<file path="config.mk">
export PLATFORM = sky130hd
export DESIGN_NAME = pwm_regs_mc
export DESIGN_NICKNAME = d
export VERILOG_FILES = /design/src/rtl/pwm_regs_mc.sv
export SDC_FILE = /design/constraint.sdc
export NUM_CORES = 1
export LEC_CHECK = 0
export BUFFER_PORTS_ARGS = -buffer_cell sky130_fd_sc_hd__buf_4
export CORE_MARGIN = 3
export CORE_UTILIZATION = 55
export DETAILED_ROUTE_END_ITERATION = 7
export PLACE_DENSITY = 0.78
export SLEW_MARGIN = 0
export SYNTH_ARGS = -nofsm -noshare
export SYNTH_HDL_FRONTEND = slang
export SYNTH_SLANG_ARGS = --single-unit
export TNS_END_PERCENT = 20
</file>
<file path="constraint.sdc">
create_clock -name clk -period 3.4 [get_ports clk]
set_clock_uncertainty 0.15 [all_clocks]
set_input_delay 0.34 -clock clk [delete_from_list [all_inputs] [get_ports clk]]
set_output_delay 0.34 -clock clk [all_outputs]
set_load 0.02 [all_outputs]
</file>
<file path="src/rtl/pwm_regs_mc.sv">
// pwm_regs_mc: per-channel PWM period/compare/control register file.
// Optional double-buffered PERIOD/COMPAREx when PWM_REGS_SHADOW_EN is defined.
module pwm_regs_mc #(
  parameter int NUM_CH = 4,
  parameter int CNT_W = 16,
  localparam int CH_AW = ($clog2(NUM_CH) < 1) ? 1 : $clog2(NUM_CH),
  localparam int ADDR_W = CH_AW + 5
) (
  input  logic                     clk,
  input  logic                     rst_n,
  input  logic                     read,
  input  logic                     write,
  input  logic [ADDR_W-1:0]        addr,
  input  logic [7:0]               data_write,
  output logic [7:0]               data_read,
  input  logic [NUM_CH*CNT_W-1:0]  counter_val,
  input  logic [NUM_CH-1:0]        period_end,
  output logic [NUM_CH*CNT_W-1:0]  period,
  output logic [NUM_CH*CNT_W-1:0]  compare1,
  output logic [NUM_CH*CNT_W-1:0]  compare2,
  output logic [NUM_CH-1:0]        en,
  output logic [NUM_CH-1:0]        upnotdown,
  output logic [NUM_CH-1:0]        pwm_en,
  output logic [NUM_CH-1:0]        count_reset,
  output logic [NUM_CH*8-1:0]      prescale,
  output logic [NUM_CH*2-1:0]      functions
);

  localparam int BYTES = CNT_W / 8;

  typedef logic [CNT_W-1:0] word_t;

  function automatic word_t put_byte(
    input word_t      w,
    input logic [1:0] k,
    input logic [7:0] d
  );
    word_t r;
    r = w;
    for (int b = 0; b < BYTES; b++)
      if (k == 2'(b)) r[b*8 +: 8] = d;
    return r;
  endfunction

  function automatic logic [7:0] get_byte(
    input word_t      w,
    input logic [1:0] k
  );
    logic [7:0] r;
    r = '0;
    for (int b = 0; b < BYTES; b++)
      if (k == 2'(b)) r = w[b*8 +: 8];
    return r;
  endfunction

  logic [CH_AW-1:0] ch_idx;
  logic [2:0]       grp;
  logic [1:0]       kb;
  logic             is_per;
  logic             is_c1;
  logic             is_c2;
  logic             is_cnt;
  logic             is_ctl;

  assign ch_idx = addr[ADDR_W-1:5];
  assign grp    = addr[4:2];
  assign kb     = addr[1:0];
  assign is_per = (grp == 3'd0);
  assign is_c1  = (grp == 3'd1);
  assign is_c2  = (grp == 3'd2);
  assign is_cnt = (grp == 3'd3);
  assign is_ctl = (grp == 3'd4);

  word_t per_sh  [NUM_CH];
  word_t c1_sh   [NUM_CH];
  word_t c2_sh   [NUM_CH];
  word_t per_act [NUM_CH];
  word_t c1_act  [NUM_CH];
  word_t c2_act  [NUM_CH];
  word_t snap    [NUM_CH];

  logic [7:0] presc_q [NUM_CH];
  logic [1:0] func_q  [NUM_CH];
  logic [1:0] crst_q  [NUM_CH];

  logic [NUM_CH-1:0] en_q;
  logic [NUM_CH-1:0] ud_q;
  logic [NUM_CH-1:0] pe_q;
  logic [NUM_CH-1:0] pend;

  logic [NUM_CH-1:0] sel;
  logic [NUM_CH-1:0] wr_per;
  logic [NUM_CH-1:0] wr_c1;
  logic [NUM_CH-1:0] wr_c2;
  logic [NUM_CH-1:0] wr_ctl;
  logic [NUM_CH-1:0] wr_psc;
  logic [NUM_CH-1:0] wr_fn;
  logic [NUM_CH-1:0] rd_snap;
  logic [7:0]        rd_byte;

  // Channel numbers beyond NUM_CH match no sel bit, so they decode to nothing.
  always_comb begin
    sel     = '0;
    wr_per  = '0;
    wr_c1   = '0;
    wr_c2   = '0;
    wr_ctl  = '0;
    wr_psc  = '0;
    wr_fn   = '0;
    rd_snap = '0;
    for (int c = 0; c < NUM_CH; c++) begin
      sel[c]     = (int'(ch_idx) == c);
      wr_per[c]  = write && sel[c] && is_per;
      wr_c1[c]   = write && sel[c] && is_c1;
      wr_c2[c]   = write && sel[c] && is_c2;
      wr_ctl[c]  = write && sel[c] && is_ctl && (kb == 2'd0);
      wr_psc[c]  = write && sel[c] && is_ctl && (kb == 2'd1);
      wr_fn[c]   = write && sel[c] && is_ctl && (kb == 2'd2);
      rd_snap[c] = read && sel[c] && is_cnt && (kb == 2'd0);
    end
  end

  always_ff @(posedge clk or negedge rst_n) begin
    if (!rst_n) begin
      for (int c = 0; c < NUM_CH; c++) begin
        per_sh[c]  <= '0;
        c1_sh[c]   <= '0;
        c2_sh[c]   <= '0;
        snap[c]    <= '0;
        presc_q[c] <= '0;
        func_q[c]  <= '0;
        crst_q[c]  <= '0;
      end
      en_q <= '0;
      ud_q <= '0;
      pe_q <= '0;
    end else begin
      for (int c = 0; c < NUM_CH; c++) begin
        if (wr_per[c]) per_sh[c] <= put_byte(per_sh[c], kb, data_write);
        if (wr_c1[c])  c1_sh[c]  <= put_byte(c1_sh[c], kb, data_write);
        if (wr_c2[c])  c2_sh[c]  <= put_byte(c2_sh[c], kb, data_write);
        if (rd_snap[c]) snap[c] <= counter_val[c*CNT_W +: CNT_W];
        if (wr_ctl[c]) begin
          en_q[c] <= data_write[0];
          ud_q[c] <= data_write[1];
          pe_q[c] <= data_write[2];
        end
        if (wr_psc[c]) presc_q[c] <= data_write;
        if (wr_fn[c])  func_q[c]  <= data_write[1:0];
        // Two-cycle counter reset pulse; a fresh write restarts it.
        if (wr_ctl[c] && data_write[3])
          crst_q[c] <= 2'd2;
        else if (crst_q[c] != 2'd0)
          crst_q[c] <= crst_q[c] - 2'd1;
      end
    end
  end

`ifdef PWM_REGS_SHADOW_EN
  logic [NUM_CH-1:0] xfer;
  logic [NUM_CH-1:0] wr_any;

  always_comb begin
    xfer   = '0;
    wr_any = '0;
    for (int c = 0; c < NUM_CH; c++) begin
      xfer[c]   = period_end[c] || !en_q[c];
      wr_any[c] = wr_per[c] || wr_c1[c] || wr_c2[c];
    end
  end

  // Active copies take the pre-write shadow when a write collides with a transfer.
  always_ff @(posedge clk or negedge rst_n) begin
    if (!rst_n) begin
      for (int c = 0; c < NUM_CH; c++) begin
        per_act[c] <= '0;
        c1_act[c]  <= '0;
        c2_act[c]  <= '0;
      end
      pend <= '0;
    end else begin
      for (int c = 0; c < NUM_CH; c++) begin
        if (xfer[c]) begin
          per_act[c] <= per_sh[c];
          c1_act[c]  <= c1_sh[c];
          c2_act[c]  <= c2_sh[c];
        end
        if (wr_any[c])
          pend[c] <= 1'b1;
        else if (xfer[c])
          pend[c] <= 1'b0;
      end
    end
  end
`else
  logic unused_period_end;

  assign unused_period_end = ^period_end;

  always_comb begin
    pend = '0;
    for (int c = 0; c < NUM_CH; c++) begin
      per_act[c] = per_sh[c];
      c1_act[c]  = c1_sh[c];
      c2_act[c]  = c2_sh[c];
    end
  end
`endif

  always_comb begin
    rd_byte = '0;
    for (int c = 0; c < NUM_CH; c++) begin
      if (sel[c]) begin
        unique case (1'b1)
          is_per: rd_byte = get_byte(per_sh[c], kb);
          is_c1:  rd_byte = get_byte(c1_sh[c], kb);
          is_c2:  rd_byte = get_byte(c2_sh[c], kb);
          is_cnt: rd_byte = (kb == 2'd0) ?
                            counter_val[c*CNT_W +: 8] :
                            get_byte(snap[c], kb);
          is_ctl: begin
            case (kb)
              2'd0:    rd_byte = {5'd0, pe_q[c], ud_q[c], en_q[c]};
              2'd1:    rd_byte = presc_q[c];
              2'd2:    rd_byte = {6'd0, func_q[c]};
              default: rd_byte = {7'd0, pend[c]};
            endcase
          end
          default: rd_byte = '0;
        endcase
      end
    end
  end

  always_ff @(posedge clk or negedge rst_n) begin
    if (!rst_n)
      data_read <= '0;
    else if (read)
      data_read <= rd_byte;
  end

  for (genvar c = 0; c < NUM_CH; c++) begin : g_out
    assign period[c*CNT_W +: CNT_W]   = per_act[c];
    assign compare1[c*CNT_W +: CNT_W] = c1_act[c];
    assign compare2[c*CNT_W +: CNT_W] = c2_act[c];
    assign prescale[c*8 +: 8]         = presc_q[c];
    assign functions[c*2 +: 2]        = func_q[c];
    assign en[c]                      = en_q[c];
    assign upnotdown[c]               = ud_q[c];
    assign pwm_en[c]                  = pe_q[c];
    assign count_reset[c]             = (crst_q[c] != 2'd0);
  end

endmodule

</file>
==> impl_metrics.env <==
export IMPL_status="finished, final reports clean"
export IMPL_htreeDepth=1
export IMPL_gr_usage_met1=0.5063
export IMPL_met3_usage=0.07508
export IMPL_syn_avg_cell_area_um2=12.98
export IMPL_synth_warnings=0
export IMPL_path_class="in -> reg"
export IMPL_synthDominantCellAreaShare=0.5240
export IMPL_wire_per_inst_um=28.82
export IMPL_post_cts_resize_count=0
export IMPL_num_vias=11330
export IMPL_die_w_um=165.2
export IMPL_tightestPinTransition_ns=0.9344
export IMPL_cp_cell_sequence="dlygate4sd3_1, buf_4, inv_1, or4_1, nor2_4, mux2_2"
export IMPL_setup_viol=0
export IMPL_syn2layout_area_growth_pct=30.04
export IMPL_synth_nets=1165
export IMPL_fin_nets=1535
export IMPL_io_buffers=338
export IMPL_cp_required_ns=3.70
export IMPL_cts_tree="yes"
export IMPL_startpoint_type="input port"
export IMPL_dr_pass1_iters=5
export IMPL_crit_cells=6
export IMPL_final_hold_viol_count=0
export IMPL_irDropWorstVdd_mv=0.4013
export IMPL_netlist_instances=1074
export IMPL_synth_area_leaders="dfrtp_1 52%, mux2_2 23%, mux2i_1 6.5%"
export IMPL_crit_slowest_cell="or4_1"
export IMPL_powerDensity_nw_per_um2=511.4
export IMPL_cts_buffer_depth=3
export IMPL_yosysMostFrequentCell="dfrtp_1"
export IMPL_postCtsSetupRepairBufs=0
export IMPL_maxSlewViolCount=0
export IMPL_fp_coreArea_um2=24600
export IMPL_grt_pass1_wl_um=73920
export IMPL_rsz0062_at_grt="false"
export IMPL_cp_arrival_ns=2.90
export IMPL_dpl_hpwl_um=36750
export IMPL_min_period_ns=2.602
export IMPL_drive_gt1_frac=0.5024
export IMPL_r2r_setup_slack_ns=1.37
export IMPL_synth_largest_area_cell="dfrtp_1"
export IMPL_avgViaCountPerCell=6.332
export IMPL_critical_path_max_stage_delay_ns=0.72
export IMPL_leakage_nw=9.162
export IMPL_grt_max_degree=80
export IMPL_num_rows=57
export IMPL_initial_core_util=0.5667
export IMPL_relSlewSlack=0.3748
export IMPL_die_h_um=165.2
export IMPL_crit_fanout=11
export IMPL_clk_pin_slew_worst_paths_ns=0.06
export IMPL_path_delay_family="simple AND/OR/NAND/NOR gates"
export IMPL_io_pins=343
export IMPL_clock_tree_root_cell="clkbuf_16"
export IMPL_ys_types=62
export IMPL_whs_path_depth=2
export IMPL_wirelength_um=51580
export IMPL_ys_seq_elements=292
export IMPL_max_cap_violations=0
export IMPL_grt_pass1_vias=11170
export IMPL_synthArstFlopShare=1.000
export IMPL_netlist_area_um2=13940
export IMPL_worst_setup_path_end_kind="register"
export IMPL_fillers=1735
export IMPL_worst_path_buf_inv=3
export IMPL_dieArea_um2=27300
export IMPL_final_setup_tns_ns=0
export IMPL_worstSkewPairLatency_ns=0.57
export IMPL_grt_busiest_layer="met2"
export IMPL_synthFlopType="dfrtp_1"
export IMPL_hold_ws_ns=0.1215
export IMPL_cts_buffers=31
export IMPL_met2_usage=0.5885
export IMPL_gr_usage_all_layers=0.3718
export IMPL_grt_overflow_total=0
export IMPL_antenna_left=0
export IMPL_antenna_found_initial=1
export IMPL_synth_seq_area_share=0.5240
export IMPL_hold_class="in -> reg"
export IMPL_cts_sinks=292
export IMPL_drc_errors=0
export IMPL_first_iter_violations=1038
export IMPL_fmax_mhz=384.3
export IMPL_synth_top_cells_by_count="292 x dfrtp_1, 284 x mux2_2, 90 x mux2i_1, 52 x nand2_1, 43 x nor2_1"
export IMPL_synth_edf_count=0
export IMPL_fin_crit_sh=0.7654
export IMPL_rr_worst_depth=6
export IMPL_gp_congestion=1.002
[flip-flops by register name (all words and copies together) (netlist names), 8 cells and up]
name       cells
crst_q         8
compare2      64
period        64
data_read      8
compare1      64
functions      8
prescale      32
snap          32
[placed cells by master (no fill, tap or decap), types with 5 or more instances in the layout]
cell type and instances:
nor2_2 7, clkbuf_1 12, a31oi_1 10, mux2_2 284, a221oi_1 6, dlygate4sd3_1 34
o21ai_0 26, clkbuf_16 31, dfrtp_1 292, inv_1 14, a21oi_1 26, nand2_1 52
o22ai_1 26, a211oi_1 8, nor2_1 43, buf_4 371, nand3_1 5, clkbuf_8 5
a32oi_1 6, nor2b_1 5, mux4_2 12, mux2i_1 90, a22oi_1 8
[cell families (layout without fill, tap and decap cells)]
group / after synthesis / after routing / synth area share
AOI/OAI and AO/OA: 145 / 145 / 0.06936
xor gates and xnor gates: 4 / 4 / 0.002512
adders and majority gates: 4 / 4 / 0.003590
buffers and inverters: 88 / 479 / 0.02836
DFF: 292 / 292 / 0.5240
muxes: 390 / 390 / 0.3166
other: 0 / 1 / 0
and+or+nand+nor: 151 / 151 / 0.05555
[layer usage]
metal	vias to the layer above	wire, um
met5	-	13
met4	2	2368
met3	130	4977
met2	690	24050
met1	5825	20170
li1	4687	-
[stage by stage]
stage	power [mW]	utilization	instances	setup WS (ns)	area, um^2
3_3_place_gp	6.047	0.6854	1701	0.6427	16860
6_report	9.272	0.7369	1790	0.7978	18130
2_1_floorplan	5.148	-	1074	1.085	13940
5_1_grt	9.571	0.7368	1789	0.8021	18130
4_1_cts	9.272	0.7368	1789	0.8794	18130
3_5_place_dp	6.109	0.6854	1701	0.6096	16860
[power by group]
| part | switching (mW) | internal [mW] | total, mW |
|---|---|---|---|
| logic | 1.13 | 0.903 | 2.04 |
| registers | 0.268 | 3.81 | 4.08 |
| clock network | 1.38 | 1.78 | 3.16 |
[layout make-up]
| type | count | area [um^2] | area share |
|---|---|---|---|
| Antenna cell | 1 | 2.502 | 0.0001380 |
| Clock buffer | 48 | 889.6 | 0.04906 |
| Clock inverter | 6 | 35.03 | 0.001932 |
| Inverter | 16 | 60.06 | 0.003312 |
| Multi-Input combinational cell | 694 | 6241 | 0.3442 |
| Sequential cell | 292 | 7307 | 0.4030 |
| Tap cell | 324 | 405.4 | 0.02236 |
| Timing Repair Buffer | 409 | 3192 | 0.1760 |
[repair_timing]
item	CTS	global route
hold buffers	34	0
endpoints found under the hold margin	110	0
endpoints found under the setup margin	0	0
[final timing paths]
check                                           endpoint                      from
worst min-delay path               crst_q[2]$_DFFE_PN0P_             data_write[3]
max in group asynchronous       compare2[24]$_DFFE_PN0P_                     rst_n
worst max register to register  data_read[3]$_DFFE_PN0P_  compare1[27]$_DFFE_PN0P_
worst min register to register  data_read[5]$_DFFE_PN0P_  data_read[5]$_DFFE_PN0P_
min in group asynchronous       compare2[60]$_DFFE_PN0P_                     rst_n
worst max-delay path                snap[25]$_DFFE_PN0P_                      read
Power figures use the tool's default switching activity.
